**src/rtl/sipo_frame_receiver.sv**
```systemverilog
// -----------------------------------------------------------------------------
// sipo_frame_receiver
//   Serial-in/parallel-out frame receiver. A Start strobe opens a frame and one
//   bit is sampled on every clock where the bit-valid qualifier is high. After
//   WIDTH sampled bits the assembled word is published on o_qout together with
//   a one-cycle o_qvalid pulse. A Start while a frame is in progress aborts the
//   partial frame, reports it on o_frame_err and opens a new frame.
//
// Parameters
//   WIDTH      bits per frame (>= 2)
//   MSB_FIRST  1: first received bit lands in o_qout[WIDTH-1]
//              0: first received bit lands in o_qout[0]
//
// Ports
//   i_clk        rising-edge clock
//   i_rst_n      synchronous active-low reset
//   i_start      frame-start strobe; a bit sampled in the same cycle is the
//                first bit of the frame
//   i_sin        serial data
//   i_sin_en     bit-valid qualifier for i_sin
//   o_qout       last completed word, held until the next frame completes
//   o_qvalid     one-cycle pulse, o_qout updated this cycle
//   o_busy       high while a frame is in progress
//   o_frame_err  one-cycle pulse, a frame was aborted by a Start
// -----------------------------------------------------------------------------
module sipo_frame_receiver #(
    parameter int WIDTH     = 8,
    parameter int MSB_FIRST = 1
) (
    input  logic             i_clk,
    input  logic             i_rst_n,
    input  logic             i_start,
    input  logic             i_sin,
    input  logic             i_sin_en,
    output logic [WIDTH-1:0] o_qout,
    output logic             o_qvalid,
    output logic             o_busy,
    output logic             o_frame_err
);

    localparam int CW = $clog2(WIDTH);

    typedef enum logic {
        S_IDLE = 1'b0,
        S_RECV = 1'b1
    } state_t;

    state_t           r_state;
    logic [CW-1:0]    r_count;
    logic [WIDTH-1:0] r_sr;
    logic [WIDTH-1:0] r_qout;
    logic             r_qvalid;
    logic             r_busy;
    logic             r_frame_err;

    state_t           w_state_nxt;
    logic [CW-1:0]    w_count_nxt;
    logic [WIDTH-1:0] w_sr_nxt;
    logic [WIDTH-1:0] w_qout_nxt;
    logic             w_qvalid_nxt;
    logic             w_frame_err_nxt;
    logic             w_last_bit;

    // Shift one bit into the assembly register in the configured bit order.
    function automatic logic [WIDTH-1:0] shift_in(input logic [WIDTH-1:0] sr,
                                                  input logic            b);
        logic [WIDTH-1:0] res;
        if (MSB_FIRST != 0) begin
            res = {sr[WIDTH-2:0], b};
        end else begin
            res = {b, sr[WIDTH-1:1]};
        end
        return res;
    endfunction

    // The bit being sampled now completes the frame.
    assign w_last_bit = (r_count == CW'(WIDTH - 1));

    // Next-state, shift and output decode.
    always_comb begin
        w_state_nxt     = r_state;
        w_count_nxt     = r_count;
        w_sr_nxt        = r_sr;
        w_qout_nxt      = r_qout;
        w_qvalid_nxt    = 1'b0;
        w_frame_err_nxt = 1'b0;

        case (r_state)
            S_IDLE: begin
                if (i_start) begin
                    // Open a frame; a bit qualified in the Start cycle is its first bit.
                    w_state_nxt = S_RECV;
                    if (i_sin_en) begin
                        w_sr_nxt    = shift_in({WIDTH{1'b0}}, i_sin);
                        w_count_nxt = CW'(1);
                    end else begin
                        w_sr_nxt    = {WIDTH{1'b0}};
                        w_count_nxt = {CW{1'b0}};
                    end
                end else begin
                    w_state_nxt = S_IDLE;
                end
            end

            S_RECV: begin
                if (i_start) begin
                    // Abort takes priority even over a completing bit: the
                    // partial word is dropped and a new frame begins.
                    w_frame_err_nxt = 1'b1;
                    w_state_nxt     = S_RECV;
                    if (i_sin_en) begin
                        w_sr_nxt    = shift_in({WIDTH{1'b0}}, i_sin);
                        w_count_nxt = CW'(1);
                    end else begin
                        w_sr_nxt    = {WIDTH{1'b0}};
                        w_count_nxt = {CW{1'b0}};
                    end
                end else if (i_sin_en) begin
                    if (w_last_bit) begin
                        // Publish on the same edge that samples the final bit.
                        w_qout_nxt   = shift_in(r_sr, i_sin);
                        w_qvalid_nxt = 1'b1;
                        w_state_nxt  = S_IDLE;
                        w_count_nxt  = {CW{1'b0}};
                        w_sr_nxt     = {WIDTH{1'b0}};
                    end else begin
                        w_sr_nxt    = shift_in(r_sr, i_sin);
                        w_count_nxt = r_count + CW'(1);
                    end
                end else begin
                    // Gap in the bit stream: hold everything.
                    w_state_nxt = S_RECV;
                end
            end

            default: begin
                w_state_nxt = S_IDLE;
                w_count_nxt = {CW{1'b0}};
                w_sr_nxt    = {WIDTH{1'b0}};
            end
        endcase
    end

    // State, datapath and registered outputs.
    always_ff @(posedge i_clk) begin
        if (!i_rst_n) begin
            r_state     <= S_IDLE;
            r_count     <= {CW{1'b0}};
            r_sr        <= {WIDTH{1'b0}};
            r_qout      <= {WIDTH{1'b0}};
            r_qvalid    <= 1'b0;
            r_busy      <= 1'b0;
            r_frame_err <= 1'b0;
        end else begin
            r_state     <= w_state_nxt;
            r_count     <= w_count_nxt;
            r_sr        <= w_sr_nxt;
            r_qout      <= w_qout_nxt;
            r_qvalid    <= w_qvalid_nxt;
            r_busy      <= (w_state_nxt == S_RECV);
            r_frame_err <= w_frame_err_nxt;
        end
    end

    assign o_qout      = r_qout;
    assign o_qvalid    = r_qvalid;
    assign o_busy      = r_busy;
    assign o_frame_err = r_frame_err;

endmodule

```
**config.mk**
```make
export PLATFORM = sky130hd
export DESIGN_NAME = sipo_frame_receiver
export DESIGN_NICKNAME = d
export VERILOG_FILES = /design/src/rtl/sipo_frame_receiver.sv
export SDC_FILE = /design/constraint.sdc
export NUM_CORES = 1
export LEC_CHECK = 0
export BUFFER_PORTS_ARGS = -buffer_cell sky130_fd_sc_hd__buf_4
export CAP_MARGIN = 20
export CORE_MARGIN = 1.5
export CORE_UTILIZATION = 50
export DETAILED_ROUTE_END_ITERATION = 6
export HOLD_SLACK_MARGIN = 0.08
export PLACE_DENSITY = 0.8
export SLEW_MARGIN = 0
export SYNTH_ARGS = -nofsm -noshare
export SYNTH_HDL_FRONTEND = slang
export SYNTH_SLANG_ARGS = --single-unit
```
**constraint.sdc**
```tcl
create_clock -name i_clk -period 1.5 [get_ports i_clk]
set_input_delay 0.3 -clock i_clk [delete_from_list [all_inputs] [get_ports i_clk]]
set_output_delay 0.3 -clock i_clk [all_outputs]
set_load 0.02 [all_outputs]
```
==> flow_metrics.tcl <==
set metrics [dict create \
    status "finished clean" \
    path_class "reg2reg" \
    remaining_drc_errors 0 \
    start_util_pct 55.9 \
    routed_wl_um 1570 \
    min_period_ps 1370 \
    postRouteAntennaNets 0 \
    p_per_area_mw_per_mm2 871 \
    layout_commonest_cell "nand2_1" \
    num_io_pins 16 \
    synth-seq-cells 21 \
    relSlewSlack_pct 78.0 \
    die_w_um 44.7 \
    maxCapViolCount 0 \
    postPlaceCellArea_um2 987 \
    min_path_cells 3 \
    io_buffer_count 15 \
    critPathRequiredTime_ps 1730 \
    vdd_ir_drop_max_mv 0.629 \
    dieArea_mm2 0.00200 \
    synthesis.instances 98 \
    slew_violations 0 \
    r2r-end "r_count[0]" \
    path_clk_slew_ps 110 \
    cts_tree "yes" \
    worstPathMaxFanout 6 \
    rrSetupSlack_ps 130 \
    ys_seq_area_share_pct 48.3 \
    finalNetCount 123 \
    holdPathEnd "o_qout[0]" \
    hold_viol 0 \
    n_antenna_cell 0 \
    rsz0062_at_grt "no" \
    hold_path_class "in2reg" \
    final_cell_mix "25 x nand2_1, 21 x dfxtp_1, 19 x buf_4, 9 x a21oi_1, 9 x a21boi_1" \
    reg2reg_from "r_count[0]" \
    skew_ps 5.90 \
    tns_ps 0 \
    post-route-period-util_pct 91.6 \
    ys_types 21 \
    cts.sinks 21 \
    grt_pass1_wl_um 2540 \
    rows 14 \
    hp-start "i_sin" \
    stdcell_area_mm2 0.00102 \
    vias 737 \
    synth_top_family_by_area "simple AND/OR/NAND/NOR gates" \
    clockBufferDepth 2 \
    coreArea_mm2 0.00156 \
    r2r_cells 6 \
    insertion_delay_ps 290 \
    fmax_mhz 728 \
    arrival_ps 1610 \
    area_delta_synth_final_pct 17.7 \
    synth-xor-area-share_pct 0 \
    synthMuxAreaShare_pct 0 \
    cts_inserted_buffers 3 \
    first_pass_iters 4 \
    vias_per_cell 5.67 \
    syn-num-nets 106 \
    end_kind "flop" \
    setup.worst_path.start_class "flop" \
    drive_gt1_share_pct 21.9 \
    root_buffer "clkbuf_4" \
    synthSimpleGateAreaFrac_pct 27.7 \
    routedWlPerCell_um 12.1 \
    overflow 0 \
    drtIter0Drc 11 \
    holdBufCountCts 0 \
    yosys_warnings 0 \
    worst_slew_pin_slew_ps 329 \
    power_leakage_nw 0.390 \
    antenna_found_initial 0 \
    h-tree-depth 1 \
    place_hpwl_um 1130 \
    grt_pass1_vias 613 \
    grt_start_max_net_pins 17 \
    setup_viol 0 \
    gp_congestion 0.769 \
    netlist_area_um2 871 \
    grt_usage_pct 17.0 \
    die_h_um 44.7 \
    synthAdderAreaFrac_pct 4.31 \
    synth_compound_area_share_pct 15.2 \
    synth.avg_cell_area_um2 8.89 \
]
power by group:
group          total [mW]  leakage, nW  internal (mW)  switching (mW)
clock network       0.258       0.0150          0.103           0.155
logic              0.0637        0.205         0.0287          0.0351
registers           0.571        0.170          0.564         0.00683
total               0.893        0.390          0.696           0.197
Yosys cell counts (all sizes together):
library cell,instances,share of area [%]
nand2,26,11
dfxtp,21,48
a21boi,10,8.6
a21oi,9,5.2
nand4b,7,7.0
buf,6,4.0
nand3,4,2.3
ha,3,4.3
nand2b,2,1.4
nor2b,2,1.4
and3,1,0.72
and4b,1,1.1
clkbuf,1,0.43
nand3b,1,0.86
nor2,1,0.43
nor3b,1,0.86
o211ai,1,0.86
o21ai,1,0.57
critical path: stages (launching register included):
cell	delay, ps
dfxtp_1	340
ha_1	220
ha_2	210
buf_4	150
nor3b_1	170
o21ai_0	90
a21boi_1	140
metal layers:
metal	up-vias	share of wire [%]	global-route usage [%]
met5	-	0	0
met4	0	0.89	7.27
met3	2	4.3	3.60
met2	20	50	27.8
met1	343	44	21.7
li1	372	-	-
how the worst max path moves through the flow:
| stage | startpoint | endpoint | slack [ps] | depth (start not counted) |
|---|---|---|---|---|
| finish | r_count[0] | r_count[0] | 130 | 6 |
| global route | r_count[0] | r_count[0] | 4 | 6 |
| CTS | r_count[0] | r_count[0] | 40 | 6 |
| detailed placement | r_count[0] | r_count[0] | 60 | 6 |
| global placement | r_count[0] | o_qout[4] | 100 | 5 |
| floorplan | r_count[0] | o_qout[0] | 210 | 6 |
cell type report:
cell class              count  area (um2)
clock buffers               4        26.3
fillers                   140         534
multi-input cells          70         415
flip-flops and latches     21         420
well taps                  16        20.0
repair buffers             19         143
logic make-up after synthesis:
family / count (synthesis)
flops: 21
compound gates: 21
buf+inv: 7
simple gates: 46
fa+ha+maj: 3
registers in the layout, indices dropped and copies added, names as in the netlist:
register     cells
r_count          3
r_sr             7
o_qout           8
o_qvalid         1
o_busy           1
o_frame_err      1
what timing repair did:
action | CTS | global route
setup endpoints to repair | 0 | 9
setup buffers | 0 | 1
hold endpoints to repair | 0 | 0
gates resized for setup | 0 | 3
through the flow:
step	total power [mW]	utilization, %	setup slack [ps]	cells	hold slack (ps)
CTS	0.896	65.0	36.6	129	259
global route	0.927	65.7	3.98	130	281
floorplan	0.625	-	215	98	431
global placement	0.646	63.3	100	125	443
finish	0.893	65.7	126	130	264
detailed placement	0.648	63.3	58.8	125	447
Note: power is estimated with default switching activity, not from simulation.
